$ cat src/rtl/npu_pkg.sv
// npu_pkg: shared state type and arithmetic helpers for the NPU conv datapath.
// Lane ReLU is compiled in only when CONV_RELU_EN is defined.
package npu_pkg;

    typedef enum logic [2:0] {
        IDLE,
        FETCH,
        DRAIN,
        OUTPUT,
        DONE
    } conv_state_t;

    // Widest accumulator the saturation helper can take
    localparam int SAT_WIDTH = 64;

    function automatic int min_acc_width(input int k, input int dw);
        return 2 * dw + $clog2(k * k);
    endfunction

    // Clamped to the signed dw-bit range; caller keeps the low dw bits
    function automatic logic signed [SAT_WIDTH-1:0] sat_signed(
        input logic signed [SAT_WIDTH-1:0] acc,
        input int                          shift,
        input int                          dw
    );
        logic signed [SAT_WIDTH-1:0] one;
        logic signed [SAT_WIDTH-1:0] s;
        logic signed [SAT_WIDTH-1:0] hi;
        logic signed [SAT_WIDTH-1:0] lo;
        one = 1;
        s   = acc >>> shift;
        hi  = (one <<< (dw - 1)) - one;
        lo  = -hi - one;
        if (s > hi)
            return hi;
        if (s < lo)
            return lo;
        return s;
    endfunction

endpackage

$ cat src/rtl/conv_mac_lane.sv
// conv_mac_lane: one window's MAC, shift and saturate stage.
// CONV_RELU_EN forces negative saturated results to zero.
module conv_mac_lane
    import npu_pkg::*;
#(
    parameter int DATA_WIDTH = 8,
    parameter int ACC_WIDTH  = 20,
    parameter int OUT_SHIFT  = 0
) (
    input  logic                         i_clk,
    input  logic                         i_rst,
    input  logic                         clear,
    input  logic                         acc_en,
    input  logic                         load,
    input  logic signed [DATA_WIDTH-1:0] pixel,
    input  logic signed [DATA_WIDTH-1:0] weight,
    output logic signed [DATA_WIDTH-1:0] result
);

    localparam int PW = 2 * DATA_WIDTH;

    logic signed [PW-1:0]         prod;
    logic signed [ACC_WIDTH-1:0]  acc;
    logic signed [ACC_WIDTH-1:0]  prod_x;
    logic signed [SAT_WIDTH-1:0]  acc_x;
    logic signed [SAT_WIDTH-1:0]  sat_x;
    logic signed [DATA_WIDTH-1:0] sat_res;
    logic                         unused_sat_hi;

    assign prod   = pixel * weight;
    assign prod_x = {{(ACC_WIDTH - PW){prod[PW-1]}}, prod};
    assign acc_x  = {{(SAT_WIDTH - ACC_WIDTH){acc[ACC_WIDTH-1]}}, acc};
    assign sat_x  = sat_signed(acc_x, OUT_SHIFT, DATA_WIDTH);
    assign unused_sat_hi = ^sat_x[SAT_WIDTH-1:DATA_WIDTH];

    always_comb begin
        sat_res = sat_x[DATA_WIDTH-1:0];
`ifdef CONV_RELU_EN
        if (sat_res[DATA_WIDTH-1])
            sat_res = '0;
`endif
    end

    always_ff @(posedge i_clk or negedge i_rst) begin
        if (!i_rst) begin
            acc    <= '0;
            result <= '0;
        end else begin
            if (clear)
                acc <= '0;
            else if (acc_en)
                acc <= acc + prod_x;
            if (load)
                result <= sat_res;
        end
    end

endmodule

$ cat src/rtl/conv_window_engine.sv
// conv_window_engine: K x K signed convolution over NUM_WINDOWS parallel windows.
// Define CONV_RELU_EN to clamp negative lane results to zero.
module conv_window_engine
    import npu_pkg::*;
#(
    parameter int KERNEL_SIZE       = 3,
    parameter int DATA_WIDTH        = 8,
    parameter int ACC_WIDTH         = 20,
    parameter int NUM_WINDOWS       = 2,
    parameter int SRAM_ADDR_WIDTH   = 4,
    parameter int KERNEL_ADDR_WIDTH = 6,
    parameter int OUT_SHIFT         = 0
) (
    input  logic                                i_clk,
    input  logic                                i_rst,
    input  logic                                i_start,
    input  logic [KERNEL_ADDR_WIDTH-1:0]        i_kernel_base,
    output logic [KERNEL_ADDR_WIDTH-1:0]        o_kernel_addr,
    input  logic [DATA_WIDTH-1:0]               i_kernel_data,
    output logic [SRAM_ADDR_WIDTH-1:0]          o_win_addr,
    input  logic [NUM_WINDOWS*DATA_WIDTH-1:0]   i_win_data,
    output logic [NUM_WINDOWS*DATA_WIDTH-1:0]   o_result,
    output logic                                o_valid,
    output logic                                o_busy,
    output logic                                o_done
);

    localparam int TAPS = KERNEL_SIZE * KERNEL_SIZE;
    localparam int TW   = SRAM_ADDR_WIDTH + 1;
    localparam logic [TW-1:0] TAPS_T = TW'(TAPS);
    localparam logic [TW-1:0] TAP_ONE = TW'(1);
    localparam logic [TW-1:0] TAP_TWO = TW'(2);

    if (ACC_WIDTH < min_acc_width(KERNEL_SIZE, DATA_WIDTH)) begin : g_bad_acc
        $error("ACC_WIDTH too small for KERNEL_SIZE/DATA_WIDTH");
    end
    if (ACC_WIDTH > SAT_WIDTH) begin : g_wide_acc
        $error("ACC_WIDTH exceeds saturation helper width");
    end
    if ((1 << SRAM_ADDR_WIDTH) < TAPS) begin : g_bad_sram
        $error("SRAM_ADDR_WIDTH cannot address all taps");
    end
    if (KERNEL_SIZE < 2) begin : g_bad_k
        $error("KERNEL_SIZE must be at least 2");
    end

    conv_state_t                  state;
    logic [TW-1:0]                tap;
    logic [KERNEL_ADDR_WIDTH-1:0] base_q;
    logic                         go;
    logic                         acc_en;
    logic                         load;

    assign go = i_start && (state == IDLE || state == DONE);
    // Read data lags the issued address by two edges
    assign acc_en = (state == FETCH && tap >= TAP_TWO)
                 || (state == DRAIN);
    assign load = (state == OUTPUT);

    always_ff @(posedge i_clk or negedge i_rst) begin
        if (!i_rst) begin
            state         <= IDLE;
            tap           <= '0;
            base_q        <= '0;
            o_win_addr    <= '0;
            o_kernel_addr <= '0;
            o_valid       <= 1'b0;
            o_done        <= 1'b0;
            o_busy        <= 1'b0;
        end else begin
            o_valid <= 1'b0;
            o_done  <= 1'b0;
            unique case (state)
                IDLE, DONE: begin
                    if (i_start) begin
                        state         <= FETCH;
                        base_q        <= i_kernel_base;
                        tap           <= TAP_ONE;
                        o_win_addr    <= '0;
                        o_kernel_addr <= i_kernel_base;
                        o_busy        <= 1'b1;
                    end else begin
                        state  <= IDLE;
                        o_busy <= 1'b0;
                    end
                end
                FETCH: begin
                    if (tap == TAPS_T) begin
                        state <= DRAIN;
                    end else begin
                        o_win_addr    <= tap[SRAM_ADDR_WIDTH-1:0];
                        o_kernel_addr <= base_q + KERNEL_ADDR_WIDTH'(tap);
                        tap           <= tap + TAP_ONE;
                    end
                end
                DRAIN: begin
                    state <= OUTPUT;
                end
                OUTPUT: begin
                    state   <= DONE;
                    o_valid <= 1'b1;
                    o_done  <= 1'b1;
                    o_busy  <= 1'b0;
                end
                default: begin
                    state <= IDLE;
                end
            endcase
        end
    end

    for (genvar n = 0; n < NUM_WINDOWS; n++) begin : g_lane
        conv_mac_lane #(
            .DATA_WIDTH (DATA_WIDTH),
            .ACC_WIDTH  (ACC_WIDTH),
            .OUT_SHIFT  (OUT_SHIFT)
        ) u_lane (
            .i_clk  (i_clk),
            .i_rst  (i_rst),
            .clear  (go),
            .acc_en (acc_en),
            .load   (load),
            .pixel  (i_win_data[n*DATA_WIDTH +: DATA_WIDTH]),
            .weight (i_kernel_data),
            .result (o_result[n*DATA_WIDTH +: DATA_WIDTH])
        );
    end

endmodule

$ cat config.mk
export PLATFORM = sky130hd
export DESIGN_NAME = conv_window_engine
export DESIGN_NICKNAME = d
export VERILOG_FILES = /design/src/rtl/npu_pkg.sv /design/src/rtl/conv_mac_lane.sv /design/src/rtl/conv_window_engine.sv
export SDC_FILE = /design/constraint.sdc
export NUM_CORES = 1
export LEC_CHECK = 0
export BUFFER_PORTS_ARGS = -buffer_cell sky130_fd_sc_hd__clkbuf_2
export CAP_MARGIN = 20
export CORE_MARGIN = 2
export CORE_UTILIZATION = 40
export CTS_CLUSTER_DIAMETER = 120
export DETAILED_ROUTE_END_ITERATION = 10
export GPL_ROUTABILITY_DRIVEN = 0
export HOLD_SLACK_MARGIN = 0.02
export SETUP_SLACK_MARGIN = 0.02
export SYNTH_ARGS = -nofsm -noshare
export SYNTH_HDL_FRONTEND = slang
export SYNTH_SLANG_ARGS = --single-unit
export TNS_END_PERCENT = 1
$ cat constraint.sdc
create_clock -name i_clk -period 5.75 [get_ports i_clk]
set_input_delay 0.2875 -clock i_clk [delete_from_list [all_inputs] [get_ports i_clk]]
set_output_delay 0.2875 -clock i_clk [all_outputs]
set_load 0.02 [all_outputs]
* After elaboration in Yosys (flattened, before gate mapping)
Index checks and enable logic that the tools add are counted.
** Storage, ports and cells
- Register bits after elaboration :: 82
- Logic and storage cells :: 74
- Output and inout bits :: 29
** Operators by class
- Muxes and demuxes :: 33
- Reductions and logical operators :: 11
- Magnitude comparators :: 5
- $mul :: 2
- Add/sub/neg operators :: 4
- Equality and inequality tests :: 8
** Operators by type and width (count)
- two-way mux 20 bit :: 4
- two-way mux 8 bit :: 8
- adder 20 x 16 -> 20 bit :: 2
- > comparator 20 x 8 -> 1 bit, second input constant :: 2
- less-than comparator 20 x 8 -> 1 bit, second input constant :: 2
- multiplier 8 x 8 -> 16 bit :: 2
- two-way mux 6 bit :: 2
- case mux 3 bit (4 select lines) :: 1
- case mux 6 bit (2 select lines) :: 1
- two-way mux 5 bit :: 2
- case mux 5 bit (2 select lines) :: 1
- two-way mux 1 bit :: 9
- two-way mux 4 bit :: 2
- case mux 4 bit (2 select lines) :: 1
- adder 6 x 5 -> 6 bit :: 1
- == test 3 x 2 -> 1 bit, second input constant :: 2
- nonzero test 2 bit :: 3
- adder 5 x 1 -> 5 bit, second input constant :: 1
- == test 5 x 4 -> 1 bit, second input constant :: 1
- greater-or-equal comparator 5 x 2 -> 1 bit, second input constant :: 1
- != test 2 bit, second input constant :: 2
- == test 3 x 1 -> 1 bit, second input constant :: 1
- == test 3 bit, second input constant :: 1
- zero test 3 bit :: 1
- 8 further kinds :: 10

* Depth between registers and ports, before layout
Gate-level depths: netlist (run 1).
- Word-level depth :: 5
- Depth in mapped cells :: 20

* Cells and area by module
From an unflattened synthesis (run 1), not the netlist that was laid out.
** Unflattened totals
- Cell total of the unflattened synthesis :: 1117
- Area total of the unflattened synthesis :: 10835.4 µm²
** By module, submodules not included
- conv_mac_lane :: area an instance 4710.8 µm², cells each 488, seq. area each 700.7 µm², instances 2
- conv_window_engine :: area an instance 1413.9 µm², cells each 141, seq. area each 650.6 µm², instances 1

* Least setup slack after synthesis (run 1)
OpenSTA, ideal clock, no wires.
- Path type :: input-to-reg
- From :: input i_win_data[7]
- To :: register g_lane[0].u_lane.acc[19]
- Stages on the path :: 16
- Path slack :: 0.764 ns
- Data arrival time :: 4.865 ns
- Required time :: 5.629 ns
- Library setup time :: 0.121 ns
- Cell sequence :: and2_1 > inv_1 > fa_1 > inv_1 > fa_1 > fa_1 > fa_1 > fa_1 > ha_1 > o21a_1 > o21a_1 > o22a_1 > a211oi_2 > o21ai_1 > xnor2_1 > a22o_1
** Between the ends
- Longest elaborated chain between the ends :: 4
** RTL lines
- start: declaration :: line conv_window_engine.sv:21 : input logic [NUM_WINDOWS*DATA_WIDTH-1:0] i_win_data,
- multiplier 8 x 8 -> 16 bit :: line conv_mac_lane.sv:30 : assign prod = pixel * weight;
- adder 20 x 16 -> 20 bit :: line conv_mac_lane.sv:52 : acc <= acc + prod_x;
- two-way mux 20 bit :: line conv_mac_lane.sv:51 : else if (acc_en)
- two-way mux 20 bit :: line conv_mac_lane.sv:49 : if (clear)
- end signal: assignment :: line conv_mac_lane.sv:52
- end: declaration :: line conv_mac_lane.sv:23 : logic signed [ACC_WIDTH-1:0] acc;
No other way between the ends. The select of a mux whose other input is x is not followed.
A chain may end at the register's enable or synchronous reset.

* Final worst setup path (run 1)
- From :: input i_win_data[15]
- To :: register g_lane[1].u_lane.acc[15]
** Between the ends
- Longest elaborated chain between the ends :: 4
** RTL lines (line)
- multiplier 8 x 8 -> 16 bit :: conv_mac_lane.sv:30
- adder 20 x 16 -> 20 bit :: conv_mac_lane.sv:52
- two-way mux 20 bit :: conv_mac_lane.sv:51
- two-way mux 20 bit :: conv_mac_lane.sv:49
- end signal: assignment :: conv_mac_lane.sv:52
- end: declaration :: conv_mac_lane.sv:23
No other way between the ends. The select of a mux whose other input is x is not followed.

==> results of run 1 <==
==> repair_timing <==
| action | in CTS | in global routing |
|---|---|---|
| hold buffers | 1 | 0 |
| endpoints found under the setup margin | 0 | 0 |
| hold endpoints to repair | 6 | 0 |
==> tightest hold or removal path: stages <==
cell and delay, ns:
clkbuf_2 0.09, nand2_1 0.04, nand2_1 0.04
==> registers in the layout, summed over array words and instances (netlist names) <==
register and flops:
o_busy 1, g_lane.u_lane.acc 40, g_lane.u_lane.result 16, o_kernel_addr 6, base_q 6, o_done 1, o_win_addr 4, state 3
tap 5
==> area by class of cell <==
type                    count  area (µm²)
well taps                 341         427
clock buffers              10         229
inverters                 208         781
fillers                  2614       15000
repair buffers             74         408
flip-flops and latches     82        2050
clock inverters             6        73.8
multi-input cells         796        7790
==> placed cells by master (no fill, tap or decap), drive strengths merged, types with 3 or more instances in the layout <==
cell type	n
a211oi	4
a21o	14
a21oi	29
a22o	5
a31oi	8
and2	67
buf	13
clkbuf	70
dfrtp	82
fa	177
ha	100
inv	210
nand2	127
nand2b	9
nand3	12
nand4	10
nor2	53
nor2b	6
nor3	7
nor3b	4
nor4	7
o21a	8
o21ai	64
o21bai	3
o31ai	13
or3	3
xnor2	33
xor2	11
==> logic make-up (layout without fill, tap and decap cells) <==
group,Yosys count,count (layout),synth area share (%)
AOI/OAI and AO/OA,160,160,10.0
muxes,2,2,0.186
buffers and inverters,235,298,8.57
DFF,82,82,19.1
and+or+nand+nor,313,313,14.1
xor gates and xnor gates,44,44,3.58
adders and majority gates,277,277,44.5
==> routing by layer <==
layer  up-vias  GRT usage (%)
met5         -              0
met4         0           2.06
met3        11           2.47
met2       100           29.2
met1      3873           25.0
li1       3621              -
==> final timing paths <==
path	startpoint	to	slack, ns
worst min register to register	g_lane[1].u_lane.result[1]	g_lane[1].u_lane.result[1]	0.48
min in group asynchronous	i_rst	o_kernel_addr[2]	0.29
worst max register to register	g_lane[0].u_lane.acc[4]	g_lane[0].u_lane.acc[18]	0.91
worst min-delay path	i_kernel_base[2]	base_q[2]	0.15
worst max-delay path	i_win_data[15]	g_lane[1].u_lane.acc[15]	0.78
max in group asynchronous	i_rst	g_lane[1].u_lane.acc[14]	4.29
==> through the flow <==
stage	setup slack [ns]	util, %	area [µm²]	instances
6_report	0.779	44.0	11800	1517
5_1_grt	0.512	44.0	11800	1517
4_1_cts	0.752	44.0	11800	1517
3_5_place_dp	0.411	42.8	11500	1500
3_3_place_gp	0.486	42.8	11500	1500
2_1_floorplan	0.764	-	10800	1113
==> run metrics, run 1 <==
status=finished, final reports clean; CP arrival=approximately 5.2 ns; DR vias/cell=5.01; HP Class=in -> reg; largest net degree at the start of global routing=77; buffers and inverters on the worst path=2; CP Cell Sequence=clkbuf_2 > and2_1 > buf_4 > fa_1 > fa_1 > fa_1 > fa_1 > ha_1 > ha_1 > o211ai_1 > o21ai_1 > nor2_1 > o31ai_1 > a31oi_1 > xor2_1 > o21ai_1; Placement Rows=60; clk_skew=0.00537 ns; Synth top area share=32.9%; Wirelength per Cell=15.4 µm; clk slew on worst S/H paths=around 0.070 ns; Seq/Total Area, Yosys=between 10% and 20%; Top Metal Used=met4; clock sinks=82; period utilisation layout=between 80% and 90%; Max Cap Violations=0; CTS max path bufs=2; wire length on met3=679 µm; share of post-route cells with drive strength above 1=9.01%; Commonest cells post-synth=208 x inv_1, 177 x fa_1, 126 x nand2_1; CTS resizes=0; most numerous cell in the Yosys netlist=inv_1; Nets=between 1,000 and 1,500; CTS HTree Levels=3; post-layout min period=4.97 ns; routed wl met2=11.4 mm; Antenna diodes=0; first-pass GRT wire length=39.5 mm; DRT iter0 DRCs=roughly 350; Max Slew Vio Count=0; ys flop type=dfrtp_1; Reg2Reg Depth=19; Die Ht=168 µm; Skew-Pair Late Insertion Delay=0.34 ns; Fmax=201 MHz; Critical Path Fanout Max=8; Distinct cells, synth=58; RSZ-0062 raised after global routing=false; vias in the first global route=7,749; drt pass-1 iters=5; Area Growth Syn to Fin=9.24%; Clock Tree Root=clkbuf_16; Post-Syn Area=0.0108 mm²; worst hold stages=3; worst path required time=5.96 ns; core region area=0.0267 mm²; CP max stage delay=0.57 ns; initial antenna violation count=0; Final setup viols=0; startpoint types=primary input; Yosys Warn Count=0; top cells by area, synth=fa_1 33%, dfrtp_1 19%, ha_1 12%; Tot GR Track Use=17.4%; total CTS buffers=9; dpl hpwl=around 19 mm; Slowest cell on crit path=and2_1; syn nets=1,423; Final Hold Vio Count=0; Top Family by Delay on Critical Path=adder cells; most frequent CP cell=fa_1; Slew HR=34.1%; synthesis-stage register bit count=82; routed via count=7,605; ANT nets after route=0; Congestion Overflow GR=0; post-CTS setup repair buffer count=0; number of synthesized flops with an enable pin=0; IO buf count=61; Setup crit end kind=flip-flop; CTS tree=yes; Worst Setup Path Type=in -> reg; Least-Margin Pin Slew=0.989 ns; async set-reset flop share out of synthesis=100%; final hold slack=0.152 ns; die area=roughly 0.028 mm²; Avg Inst Size Synth=9.68 µm²; drc violations=0; Worst path depth=16; chip width=168 µm; TNS Setup=0 ns; # IOs=62; met1 wire length=11.1 mm; Initial Util=40.3%; Total Wirelength=23.4 mm; post-synthesis cell count=1,113; Synth area leader=fa_1
Power of run 1 is left out: the tool's default activity adds up to more than one toggle a clock period on the data nets, which glitch-free logic cannot reach.
==> run 2: changes to the inputs <==
- PLACE_DENSITY: default -> 0.58
==> run 2 against run 1 <==
  * Die area unchanged
  * Register-to-register slack about the same
  * First-iteration DRC count up 3.7%
  * Clock-buffer cell count unchanged
  * Maximum frequency down 0.35%
  * Global-route usage about the same
  * Worst setup slack worse by 0.018 ns
  * Non-clock buffer count down 1
  * Critical path type unchanged
==> run metrics, run 2 (synthesized netlist as in run 1, its figures left out) <==
Final Hold Vio Count=0; Setup crit end kind=flip-flop; period utilisation layout=about 87%; max FFs per register=40; IO buf count=61; Wirelength per Cell=approximately 15 µm; core region area=0.0267 mm²; dpl hpwl=18.8 mm; vias in the first global route=roughly 7,700; Congestion Overflow GR=0; CTS max path bufs=2; Placement Rows=60; most frequent CP cell=fa_1; Largest Register=g_lane.u_lane.acc; Slowest cell on crit path=and2_1; Tot GR Track Use=17.4%; final hold slack=0.161 ns; DR vias/cell=4.96; Least-Margin Pin Slew=0.948 ns; Fmax=200 MHz; # IOs=62; startpoint types=primary input; DRT iter0 DRCs=360; final instance area=~0.012 mm²; routed via count=7,515; Die Ht=168 µm; share of post-route cells with drive strength above 1=9.02%; GR Util met1=between 20% and 30%; Skew-Pair Late Insertion Delay=0.35 ns; Area Growth Syn to Fin=9.47%; Reg area=0.00205 mm²; Top Family by Delay on Critical Path=adder cells; clk slew on worst S/H paths=roughly 0.06 ns; CTS resizes=0; ANT nets after route=0; commonest cells after routing, fill and taps aside=208 x inv_1, 177 x fa_1, 126 x nand2_1; Worst Setup Path Type=in -> reg; CP Cell Sequence=clkbuf_2 > and2_1 > fa_1 > inv_1 > fa_1 > fa_1 > inv_1 > fa_1 > ha_1 > ha_1 > and3_1 > a221o_1 > a21oi_2 > o31ai_2 > o31ai_4 > xnor2_1 > o21ai_1; clk_skew=0.0107 ns; first-pass GRT wire length=39.2 mm; Fillers=~2,600; Total Wirelength=22.9 mm; met3 GRT Util=2.61%; CP arrival=between 5 and 6 ns; Slew HR=between 30 and 40%; post-layout min period=approximately 5 ns; multi-input logic area=approximately 0.0078 mm²; placed cell areas=0.0114 mm²; Initial Util=40.3%; drc violations=0; CTS tree=yes; Max Slew Vio Count=0; die area=approximately 0.028 mm²; CP max stage delay=0.74 ns; Clock Tree Root=clkbuf_16; initial antenna violation count=0; worst path required time=5.97 ns; Critical Path Fanout Max=12; gr busiest metal=met2; drt pass-1 iters=5; commonest non-fill, non-tap cell in the layout=inv_1; largest net degree at the start of global routing=between 70 and 80; buffers and inverters on the worst path=3; Nets=1,480; status=finished, final reports clean; total CTS buffers=9; Final setup viols=0; RSZ-0062 raised after global routing=false; CTS HTree Levels=3; post-CTS setup repair buffer count=0; TNS Setup=0 ns; Antenna diodes=0; chip width=168 µm; biggest regs=g_lane.u_lane.acc: 40 flops, g_lane.u_lane.result: 16 flops; HP Class=in -> reg; clock sinks=82; GR Util met2=between 20 and 30%; Max Cap Violations=0
run 2: cell types whose count changed in the layout (fill, tap and decap cells not counted), sizes merged:
cell | before | now
buf | 13 | 12
bufinv | 1 | 2
clkinvlp | 2 | 1
run 2: per-layer routing:
layer,wire length [µm],part of all wire [%],vias to the layer above
li1,-,-,3618
met2,11000,48,114
met5,0,0,-
met4,296,1.3,0
met1,10800,47,3765
met3,818,3.6,18
run 2: final cells by class:
cell class                      instances  share of cell area, %
Clock buffer                           10                   2.03
Clock inverter                          6                  0.817
Inverter                              208                   6.62
Multi-Input combinational cell        796                   66.1
Sequential cell                        82                   17.4
Tap cell                              341                   3.62
Timing Repair Buffer                   73                   3.40
run 2: worst min-delay path: stages:
cell and delay [ns]:
clkbuf_2 0.10, nand2_1 0.04, nand2_1 0.05
run 2: final timing paths:
path / from / end / slack, ns / depth (start not counted)
setup / recovery: i_win_data[15] / g_lane[1].u_lane.acc[19] / 0.76 / 17
hold / removal: i_kernel_base[2] / base_q[2] / 0.16 / 3
setup reg to reg: g_lane[0].u_lane.acc[4] / g_lane[0].u_lane.acc[18] / 0.90 / 19
hold reg to reg: g_lane[0].u_lane.result[2] / g_lane[0].u_lane.result[2] / 0.48 / 2
max in group asynchronous: i_rst / g_lane[0].u_lane.result[7] / 4.29 / 3
min in group asynchronous: i_rst / o_kernel_addr[1] / 0.31 / 2
run 2: stage by stage:
stage,utilization [%],worst slack [ns],std cells
global placement,42.8,0.480,1499
detailed placement,42.8,0.400,1499
global route,44.1,0.479,1516
finish,44.1,0.762,1516
CTS,44.1,0.741,1516
floorplan,-,0.764,1113
run 2: timing repair:
action                                  4_1_cts  5_1_grt
endpoints found under the setup margin        0        0
hold buffers                                  1        0
endpoints found under the hold margin         9        0
Power of run 2 is left out for the same reason.
